<file path="config.mk">
export PLATFORM = sky130hd
export DESIGN_NAME = baccarat_round_sequencer
export DESIGN_NICKNAME = d
export VERILOG_FILES = /design/src/rtl/baccarat_pkg.sv /design/src/rtl/baccarat_round_sequencer_hand_accum.sv /design/src/rtl/baccarat_round_sequencer.sv
export SDC_FILE = /design/constraint.sdc
export NUM_CORES = 1
export LEC_CHECK = 0
export CAP_MARGIN = 0
export CORE_MARGIN = 8
export CORE_UTILIZATION = 35
export CTS_CLUSTER_SIZE = 25
export DETAILED_ROUTE_END_ITERATION = 10
export PLACE_DENSITY_LB_ADDON = 0.3
export RECOVER_POWER = 25
export REMOVE_ABC_BUFFERS = 1
export SLEW_MARGIN = 20
export SYNTH_ARGS = -nofsm -noshare
export SYNTH_HDL_FRONTEND = slang
export SYNTH_SLANG_ARGS = --single-unit
</file>
<file path="constraint.sdc">
create_clock -name slow_clock -period 7.7 [get_ports slow_clock]
set_clock_uncertainty 0.1 [all_clocks]
set_input_delay 0.77 -clock slow_clock [delete_from_list [all_inputs] [get_ports slow_clock]]
set_output_delay 0.77 -clock slow_clock [all_outputs]
set_load 0.05 [all_outputs]
</file>
<file path="src/rtl/baccarat_pkg.sv">
// Shared types, constants and card/rule helpers for the baccarat round sequencer.
package baccarat_pkg;

  typedef enum logic [3:0] {
    S_IDLE   = 4'd0,
    S_P1     = 4'd1,
    S_D1     = 4'd2,
    S_P2     = 4'd3,
    S_D2     = 4'd4,
    S_DECIDE = 4'd5,
    S_P3     = 4'd6,
    S_D3     = 4'd7,
    S_RESULT = 4'd8
  } state_e;

  // A two-card total at or above this ends the round immediately.
  localparam logic [3:0] NATURAL_MIN     = 4'd8;
  // Highest total at which a hand takes a third card.
  localparam logic [3:0] PLAYER_DRAW_MAX = 4'd5;

  // Rank 1..9 counts face value, 10..13 count zero.
  function automatic logic [3:0] card_value(input logic [3:0] rank);
    if (rank >= 4'd1 && rank <= 4'd9) begin
      card_value = rank;
    end else begin
      card_value = 4'd0;
    end
  endfunction

  // Only A..K are legal ranks; anything else is left on the bus unconsumed.
  function automatic logic rank_ok(input logic [3:0] rank);
    rank_ok = (rank >= 4'd1) && (rank <= 4'd13);
  endfunction

  // Dealer third-card rule, keyed on the dealer two-card total and the
  // value of the player's third card.
  function automatic logic dealer_draws(input logic [3:0] dscore,
                                        input logic [3:0] p3_val);
    case (dscore)
      4'd0, 4'd1, 4'd2: dealer_draws = 1'b1;
      4'd3:             dealer_draws = (p3_val != 4'd8);
      4'd4:             dealer_draws = (p3_val >= 4'd2) && (p3_val <= 4'd7);
      4'd5:             dealer_draws = (p3_val >= 4'd4) && (p3_val <= 4'd7);
      4'd6:             dealer_draws = (p3_val >= 4'd6) && (p3_val <= 4'd7);
      default:          dealer_draws = 1'b0;
    endcase
  endfunction

endpackage

</file>
<file path="src/rtl/baccarat_round_sequencer_hand_accum.sv">
// Mod-10 hand score accumulator: clear has priority over add.
import baccarat_pkg::*;

module hand_accum (
  input  logic       clk,
  input  logic       rst,
  input  logic       clear,
  input  logic       add,
  input  logic [3:0] rank,
  output logic [3:0] score,
  output logic [3:0] score_nxt
);

  logic [3:0] score_q;
  logic [3:0] score_d;
  logic [3:0] val;
  logic [3:0] gap;

  // Next score; (score + val) mod 10 done in 4 bits by comparing against
  // the distance to ten instead of forming a 5-bit sum.
  always_comb begin
    val     = card_value(rank);
    gap     = 4'd10 - val;
    score_d = score_q;
    if (clear) begin
      score_d = 4'd0;
    end else if (add) begin
      if (score_q >= gap) begin
        score_d = score_q - gap;
      end else begin
        score_d = score_q + val;
      end
    end
  end

  // Score register, falling-edge clocked like the rest of the datapath.
  always_ff @(negedge clk or posedge rst) begin
    if (rst) begin
      score_q <= 4'd0;
    end else begin
      score_q <= score_d;
    end
  end

  assign score     = score_q;
  assign score_nxt = score_d;

endmodule

</file>
<file path="src/rtl/baccarat_round_sequencer.sv">
// Round controller: requests cards, steers load strobes, applies the
// natural / third-card rules, drives win lights and keeps win tallies.
//
// Handshake: a card is taken on a falling edge where card_req and
// card_valid are both high and card holds a legal rank (1..13). Illegal
// ranks are never consumed and card_req stays high; card_req depends only
// on state, so it never waits on card_valid.
import baccarat_pkg::*;

module baccarat_round_sequencer #(
  parameter int TALLY_W = 4
) (
  input  logic               slow_clock,
  input  logic               reset,
  input  logic               start,
  input  logic               card_valid,
  input  logic [3:0]         card,
  output logic               card_req,
  output logic [3:0]         card_out,
  output logic               load_pcard1,
  output logic               load_pcard2,
  output logic               load_pcard3,
  output logic               load_dcard1,
  output logic               load_dcard2,
  output logic               load_dcard3,
  output logic [3:0]         pscore,
  output logic [3:0]         dscore,
  output logic [3:0]         pcard3_val,
  output logic               player_win_light,
  output logic               dealer_win_light,
  output logic               done,
  output logic [TALLY_W-1:0] player_wins,
  output logic [TALLY_W-1:0] dealer_wins,
  output logic [TALLY_W-1:0] ties,
  output logic [3:0]         state_dbg
);

  localparam logic [TALLY_W-1:0] TALLY_ONE = TALLY_W'(1);
  localparam logic [TALLY_W-1:0] TALLY_MAX = {TALLY_W{1'b1}};

  state_e             state_q, state_d;
  logic [5:0]         load_q, load_d;      // bit k = deal slot k (p1,d1,p2,d2,p3,d3)
  logic [3:0]         card_out_q, card_out_d;
  logic [3:0]         pcard3_q, pcard3_d;
  logic               plight_q, plight_d;
  logic               dlight_q, dlight_d;
  logic [TALLY_W-1:0] pw_q, pw_d;
  logic [TALLY_W-1:0] dw_q, dw_d;
  logic [TALLY_W-1:0] tie_q, tie_d;

  logic       accept;
  logic       new_round;
  logic       enter_result;
  logic       p_add;
  logic       d_add;
  logic [3:0] pscore_q, dscore_q;
  logic [3:0] pscore_nxt, dscore_nxt;

  hand_accum u_player (
    .clk       (slow_clock),
    .rst       (reset),
    .clear     (new_round),
    .add       (p_add),
    .rank      (card),
    .score     (pscore_q),
    .score_nxt (pscore_nxt)
  );

  hand_accum u_dealer (
    .clk       (slow_clock),
    .rst       (reset),
    .clear     (new_round),
    .add       (d_add),
    .rank      (card),
    .score     (dscore_q),
    .score_nxt (dscore_nxt)
  );

  // Next state, handshake, strobe steering and accumulator enables.
  always_comb begin
    state_d   = state_q;
    card_req  = 1'b0;
    load_d    = 6'b000000;
    p_add     = 1'b0;
    d_add     = 1'b0;
    new_round = 1'b0;

    case (state_q)
      S_P1, S_D1, S_P2, S_D2, S_P3, S_D3: card_req = 1'b1;
      default:                            card_req = 1'b0;
    endcase

    accept = card_req && card_valid && rank_ok(card);

    case (state_q)
      S_IDLE: begin
        if (start) begin
          state_d   = S_P1;
          new_round = 1'b1;
        end
      end
      S_P1: begin
        if (accept) begin
          state_d   = S_D1;
          load_d[0] = 1'b1;
          p_add     = 1'b1;
        end
      end
      S_D1: begin
        if (accept) begin
          state_d   = S_P2;
          load_d[1] = 1'b1;
          d_add     = 1'b1;
        end
      end
      S_P2: begin
        if (accept) begin
          state_d   = S_D2;
          load_d[2] = 1'b1;
          p_add     = 1'b1;
        end
      end
      S_D2: begin
        if (accept) begin
          state_d   = S_DECIDE;
          load_d[3] = 1'b1;
          d_add     = 1'b1;
        end
      end
      S_DECIDE: begin
        if (pscore_q >= NATURAL_MIN || dscore_q >= NATURAL_MIN) begin
          state_d = S_RESULT;
        end else if (pscore_q <= PLAYER_DRAW_MAX) begin
          state_d = S_P3;
        end else if (dscore_q <= PLAYER_DRAW_MAX) begin
          state_d = S_D3;
        end else begin
          state_d = S_RESULT;
        end
      end
      S_P3: begin
        if (accept) begin
          load_d[4] = 1'b1;
          p_add     = 1'b1;
          // Dealer rule looks at the card being taken now, not the old register.
          state_d   = dealer_draws(dscore_q, card_value(card)) ? S_D3 : S_RESULT;
        end
      end
      S_D3: begin
        if (accept) begin
          state_d   = S_RESULT;
          load_d[5] = 1'b1;
          d_add     = 1'b1;
        end
      end
      S_RESULT: begin
        if (start) begin
          state_d   = S_P1;
          new_round = 1'b1;
        end
      end
      default: state_d = S_IDLE;
    endcase

    enter_result = (state_d == S_RESULT) && (state_q != S_RESULT);
  end

  // Card copy, third-card value, lights and tallies.
  always_comb begin
    card_out_d = card_out_q;
    pcard3_d   = pcard3_q;
    plight_d   = plight_q;
    dlight_d   = dlight_q;
    pw_d       = pw_q;
    dw_d       = dw_q;
    tie_d      = tie_q;

    if (accept) begin
      card_out_d = card;
    end

    if (new_round) begin
      pcard3_d = 4'd0;
    end else if (accept && state_q == S_P3) begin
      pcard3_d = card_value(card);
    end

    if (new_round) begin
      plight_d = 1'b0;
      dlight_d = 1'b0;
    end else if (enter_result) begin
      // Use the post-edge scores so a final third card is counted.
      plight_d = (pscore_nxt >= dscore_nxt);
      dlight_d = (dscore_nxt >= pscore_nxt);
      if (pscore_nxt == dscore_nxt) begin
        if (tie_q != TALLY_MAX) tie_d = tie_q + TALLY_ONE;
      end else if (pscore_nxt > dscore_nxt) begin
        if (pw_q != TALLY_MAX) pw_d = pw_q + TALLY_ONE;
      end else begin
        if (dw_q != TALLY_MAX) dw_d = dw_q + TALLY_ONE;
      end
    end
  end

  // All sequencer registers; reset clears everything including tallies.
  always_ff @(negedge slow_clock or posedge reset) begin
    if (reset) begin
      state_q    <= S_IDLE;
      load_q     <= 6'b000000;
      card_out_q <= 4'd0;
      pcard3_q   <= 4'd0;
      plight_q   <= 1'b0;
      dlight_q   <= 1'b0;
      pw_q       <= '0;
      dw_q       <= '0;
      tie_q      <= '0;
    end else begin
      state_q    <= state_d;
      load_q     <= load_d;
      card_out_q <= card_out_d;
      pcard3_q   <= pcard3_d;
      plight_q   <= plight_d;
      dlight_q   <= dlight_d;
      pw_q       <= pw_d;
      dw_q       <= dw_d;
      tie_q      <= tie_d;
    end
  end

  assign card_out         = card_out_q;
  assign load_pcard1      = load_q[0];
  assign load_dcard1      = load_q[1];
  assign load_pcard2      = load_q[2];
  assign load_dcard2      = load_q[3];
  assign load_pcard3      = load_q[4];
  assign load_dcard3      = load_q[5];
  assign pscore           = pscore_q;
  assign dscore           = dscore_q;
  assign pcard3_val       = pcard3_q;
  assign player_win_light = plight_q;
  assign dealer_win_light = dlight_q;
  assign done             = (state_q == S_RESULT);
  assign player_wins      = pw_q;
  assign dealer_wins      = dw_q;
  assign ties             = tie_q;
  assign state_dbg        = state_q;

endmodule

</file>
== Word level (Yosys, flattened, before mapping) ==
Index checks and enable logic that the tools add are counted.
Word-level totals
  register bits after elaboration: 40
  bits of input ports: 8
  memory bits (writable): 0
  logic and storage cells: 123
  bits in read-only memories: 0
  bits in latches: 0
  memories: 0
Cells by class
  multiplexer cells: 42
  shifts and indexed selects: 0
  magnitude comparators: 16
  bitwise logic cells: 3
  multiply operators: 0
  reduce and logical (&&, ||, !) cells: 22
  equal/unequal tests: 21
  add/sub/neg operators: 8
  div/mod/pow operators: 0
Operator list (number)
  4-bit two-way mux: 22
  4-bit case mux with 8 select lines: 1
  4-bit by 3-bit == test with 1-bit output, second input constant: 7
  4-bit inequality test, second input constant: 5
  1-bit two-way mux: 18
  4-bit by 2-bit == test with 1-bit output, second input constant: 4
  4-bit >= comparator: 4
  4-bit by 1-bit adder with 4-bit output, second input constant: 3
  4-bit by 3-bit <= comparator with 1-bit output, second input constant: 3
  5-bit AND reduction: 2
  1-bit logical AND: 9
  3-bit OR reduction: 3
  4-bit adder: 2
  4-bit by 1-bit == test with 1-bit output, second input constant: 2
  4-bit == test, second input constant: 2
  4-bit by 3-bit >= comparator with 1-bit output, second input constant: 2
  4-bit >= comparator, second input constant: 2
  4-bit <= comparator, second input constant: 2
  4-bit zero test: 2
  4-bit subtractor: 2
  6-bit OR reduction: 1
  1-bit case mux with 5 select lines: 1
  4-bit == test: 1
  4-bit by 1-bit >= comparator with 1-bit output, second input constant: 1
  8 further kinds: 11

== Depth between registers and ports, before layout ==
  depth in word-level cells: 19
  mapped depth: 19

== Cells and area by module ==
From an unflattened synthesis, not the netlist that was laid out.
Second synthesis, totals
  cells, all modules: 297
  area total of the unflattened synthesis: 2890.3 µm²
Modules (own cells, without submodules)
  baccarat_round_sequencer: area each 1801.7 µm², sequential area each 800.8 µm², times used 1, cells an instance 175
  hand_accum at u_dealer: area each 551.8 µm², sequential area each 100.1 µm², times used 1, cells an instance 61
  hand_accum at u_player: area each 536.8 µm², sequential area each 100.1 µm², times used 1, cells an instance 61

==> out/metrics.csv <==
stage,metric,value,unit
global_route,first-pass GRT wire length,12850,um
yosys,post-synthesis average cell area,9.744,sq um
critical_path,Critical Path RT,3.90,ns
timing,RSZ-0062 raised after global routing,true,
critical_path,crit-path max cell delay,0.52,ns
yosys,multiplexer area fraction after synthesis,4.896,%
pwr,Leak Pwr,1.790,nW
floorplan,Core Region,7607,sq um
place,PortBufs,49,
floorplan,Die Ht,104.0,um
route,Post-DRT Antenna Nets,0,
timing,final slew viol count,41,
run_status,status,finished with violations,
route,routed length per placed instance,15.95,um
timing,Least-Margin Pin Slew,2.118,ns
critical_path,Crit path max-delay family,simple AND/OR/NAND/NOR gates,
timing,setup violators final,2,
yosys,synthesized cell area,2709,sq um
yosys,flop and latch count out of synthesis,40,
cells_and_area,area delta synth->final,44.85,%
yosys,post-synthesis adder-cell area fraction,14.04,%
critical_path,crit-path max FO,4,
timing,setup ws final,-0.03382,ns
clocking,root buf cell,clkbuf_8,
clocking,"Clk Latency, worst-skew pair",0.30,ns
floorplan,std cell rows,32,
cells_and_area,final net count,406,
timing,final hold vios,0,
pwr,pwr dens,474.4,nW/um^2
route,DRC Markers,0,
route,drt first-iter violations,111,
yosys,largest cells by area after synthesis,"dfrtn_1 (37%), ha_1 (11%), xnor2_1 (3.9%)",
critical_path,WP data arrival,3.94,ns
yosys,largest family of logic cells by synthesized area,simple AND/OR/NAND/NOR gates,
clocking,Clock Sinks,40,
cells_and_area,layout cells sized above 1,27.22,%
job,max-cap violations,1,
global_route,vias in the first global route,2588,
cells_and_area,Antenna Cells,0,
timing,Setup TNS,-0.03508,ns
place,gpl congestion,0.8865,
global_route,largest net degree at the start of global routing,41,
clocking,CTS hold repair buffers,0,
clocking,Inserted Clock Buffers,5,
yosys,leading area contributor after synthesis,dfrtn_1,
critical_path,CP max-delay cell,or4b_1,
clocking,H-tree Lvls,2,
critical_path,CP Launch Type,input pin,
floorplan,Die W,104.0,um
route,drt total wl,7545,um
worst_hold_path,Hold WC Path Type,reg -> reg,
clocking,CTS tree,done,
route,vias per inst,5.173,
critical_path,worst reg-to-reg setup slack,4.13,ns
route,DR pass1 iterations,5,
yosys,synthesized instance count,278,
yosys,XOR/XNOR Fraction of Synth Area,5.497,%
global_route,total global routing overflow,0,
floorplan,die area,10810,sq um
yosys,synth warn,0,
critical_path,Buf/Inv on CP,3,
critical_path,Crit. End Element,register,
critical_path,WS Path Type,in -> reg,
clocking,"Clk pin slew, worst setup/hold paths",0.06,ns
yosys,area share of the largest cell type after synthesis,36.95,%
critical_path,"Cell Chain, Critical Path","buf_8, o21ai_2, nand2_2, ha_4, inv_4, buf_4, fa_2, nand2_1, a21o_1, a21oi_4, or4b_1, nand3_2, ha_4, a21oi_2, o21a_1, nand2_2, nor2b_4, mux2_4",
pwr,Max IR drop VDD,0.0003134,V
route,vias,2447,
yosys,sequential fraction of the synthesis area,36.95,%
yosys,Simple-Gate Fraction of Synth Area,18.48,%
cells_and_area,final core occ,51.58,%
floorplan,Top-Level Pins,50,
clocking,Clock Tree Buf Depth,2,
global_route,Total Routing Usage GR,14.16,%
pwr,Pwr Total,1.862,mW
place,placed inst area,3593,sq um
place,post-DP HPWL,5523,um
timing,hold_ws,0.3333,ns
floorplan,Initial Util,35.61,%
timing,Rel. slew slack,-41.21,%
cells_and_area,"Design Area, Final",3924,sq um
global_route,antenna violations before repair,0,
yosys,Compound-Gate Fraction of Synth Area,16.54,%
run_status,failing checks,"max-capacitance violations, max-slew violations, negative setup slack",
yosys,"Distinct cells, synth",52,
-- report_power, final --
part	internal [mW]	total [mW]	switching, mW
clock network	0.106	0.187	0.0812
logic	0.547	1.27	0.718
registers	0.290	0.408	0.118
total	0.944	1.86	0.918
-- metrics by stage --
stage	setup WS, ns	std cells
finish	-0.03382	473
global route	-0.1429	473
CTS	0.01409	471
detailed placement	-1.102	461
global placement	-0.9928	461
floorplan	-0.3084	270
-- path summary, 6_finish.rpt --
path,endpoint,start,cells past startpoint
max,dealer_wins[1],card[1],18
min,ties[3],ties[3],1
max reg2reg,dealer_wins[1],u_dealer.score[1],15
min reg2reg,ties[3],ties[3],1
max in group asynchronous,player_wins[0],reset,3
min in group asynchronous,card_out[2],reset,3
-- cell usage in the layout (no fill, tap or decap), types with 4 or more instances in the layout --
| cell type | Yosys | routed |
|---|---|---|
| ha_1 | 24 | 19 |
| a21oi_2 | 1 | 5 |
| a21oi_1 | 17 | 11 |
| ha_4 | 0 | 4 |
| nor2b_1 | 6 | 6 |
| mux2_2 | 4 | 4 |
| xor2_1 | 5 | 5 |
| inv_1 | 17 | 15 |
| nor4_1 | 4 | 4 |
| nor2_1 | 10 | 9 |
| mux2i_1 | 5 | 5 |
| nor3_1 | 5 | 5 |
| nand3_1 | 15 | 13 |
| clkbuf_8 | 0 | 6 |
| a21o_1 | 8 | 8 |
| nand2_1 | 17 | 15 |
| dfrtn_1 | 40 | 40 |
| buf_4 | 0 | 40 |
| nand4_1 | 5 | 5 |
| o21ai_0 | 19 | 14 |
| o21ai_2 | 0 | 4 |
| xnor2_1 | 12 | 11 |
| clkdlybuf4s50_1 | 0 | 44 |
| a31oi_1 | 5 | 5 |
-- synth_stat cells (all sizes together) --
| library cell | number |
|---|---|
| a21oi | 18 |
| and4 | 1 |
| nand3 | 16 |
| or4 | 1 |
| nor2b | 7 |
| nor4 | 4 |
| mux2i | 5 |
| o21ai | 20 |
| clkbuf | 4 |
| nand2 | 17 |
| a41oi | 1 |
| and2 | 4 |
| and4bb | 1 |
| a21boi | 3 |
| nor2 | 10 |
| and3 | 2 |
| o22ai | 2 |
| a31oi | 5 |
| nor3 | 7 |
| mux2 | 7 |
| dfrtn | 40 |
| a22o | 1 |
| a211o | 1 |
| or2 | 2 |
| inv | 17 |
| a2111oi | 1 |
| fa | 4 |
| ha | 24 |
| nor3b | 3 |
| nand2b | 4 |
| a21o | 8 |
| o22a | 1 |
| o21a | 3 |
| xnor2 | 12 |
| buf | 4 |
| a2111o | 1 |
| or4b | 1 |
| nand4 | 6 |
| o211ai | 2 |
| a22oi | 1 |
| o221a | 1 |
| xor2 | 5 |
| a211oi | 1 |
-- routing by layer --
metal | share of wire, % | wire length [um] | vias up | GRT usage (%)
li1 | - | - | 1191 | -
met1 | 45 | 3373 | 1200 | 17.44
met2 | 50 | 3796 | 46 | 24.38
met3 | 3.4 | 257 | 10 | 2.726
met4 | 1.6 | 118 | 0 | 4.137
met5 | 0 | 0 | - | 0
-- state kept, by name (all words and copies together) (netlist names) --
name,flops
card_out,4
dealer_win_light,1
dealer_wins,4
load_q,6
pcard3_val,4
player_win_light,1
player_wins,4
state_dbg,4
ties,4
u_dealer.score,4
u_player.score,4
-- cell type report --
| cell class | instances | area, sq um |
|---|---|---|
| Timing Repair Buffer | 93 | 832.0 |
| Multi-Input combinational cell | 213 | 1775 |
| Clock buffer | 6 | 82.58 |
| Sequential cell | 40 | 1001 |
| Inverter | 17 | 66.31 |
| Clock inverter | 2 | 38.79 |
| Tap cell | 102 | 127.6 |
| Fill cell | 698 | 3684 |
-- worst reg2reg max path, stage by stage (launching register included) --
cell and delay [ns]:
dfrtn_1 0.68, inv_1 0.13, fa_2 0.42, a21boi_4 0.15
o21ai_2 0.17, a21oi_4 0.11, nor2_2 0.12, a21oi_2 0.05
a211o_1 0.30, ha_2 0.17, a21o_1 0.18, a21oi_2 0.15
o21a_1 0.18, nand2_2 0.08, nor2b_4 0.13, mux2_4 0.30
-- repair_timing --
item / CTS / global route
buffers inserted: 2 / 3
gates cloned: 0 / 0
pin swaps: 21 / 15
endpoints found under the setup margin: 14 / 12
resized for setup: 50 / 13
-- logic make-up (layout without fill, tap and decap cells) --
kind of cell               after synthesis  count (layout)
DFF                                     40              40
AOI/OAI and AO/OA                       70              70
muxes                                   12              12
xor gates and xnor gates                17              17
buffers and inverters                   25             118
adders and majority gates               28              28
and+or+nand+nor                         86              86
Note: power is estimated with default switching activity, not from simulation.
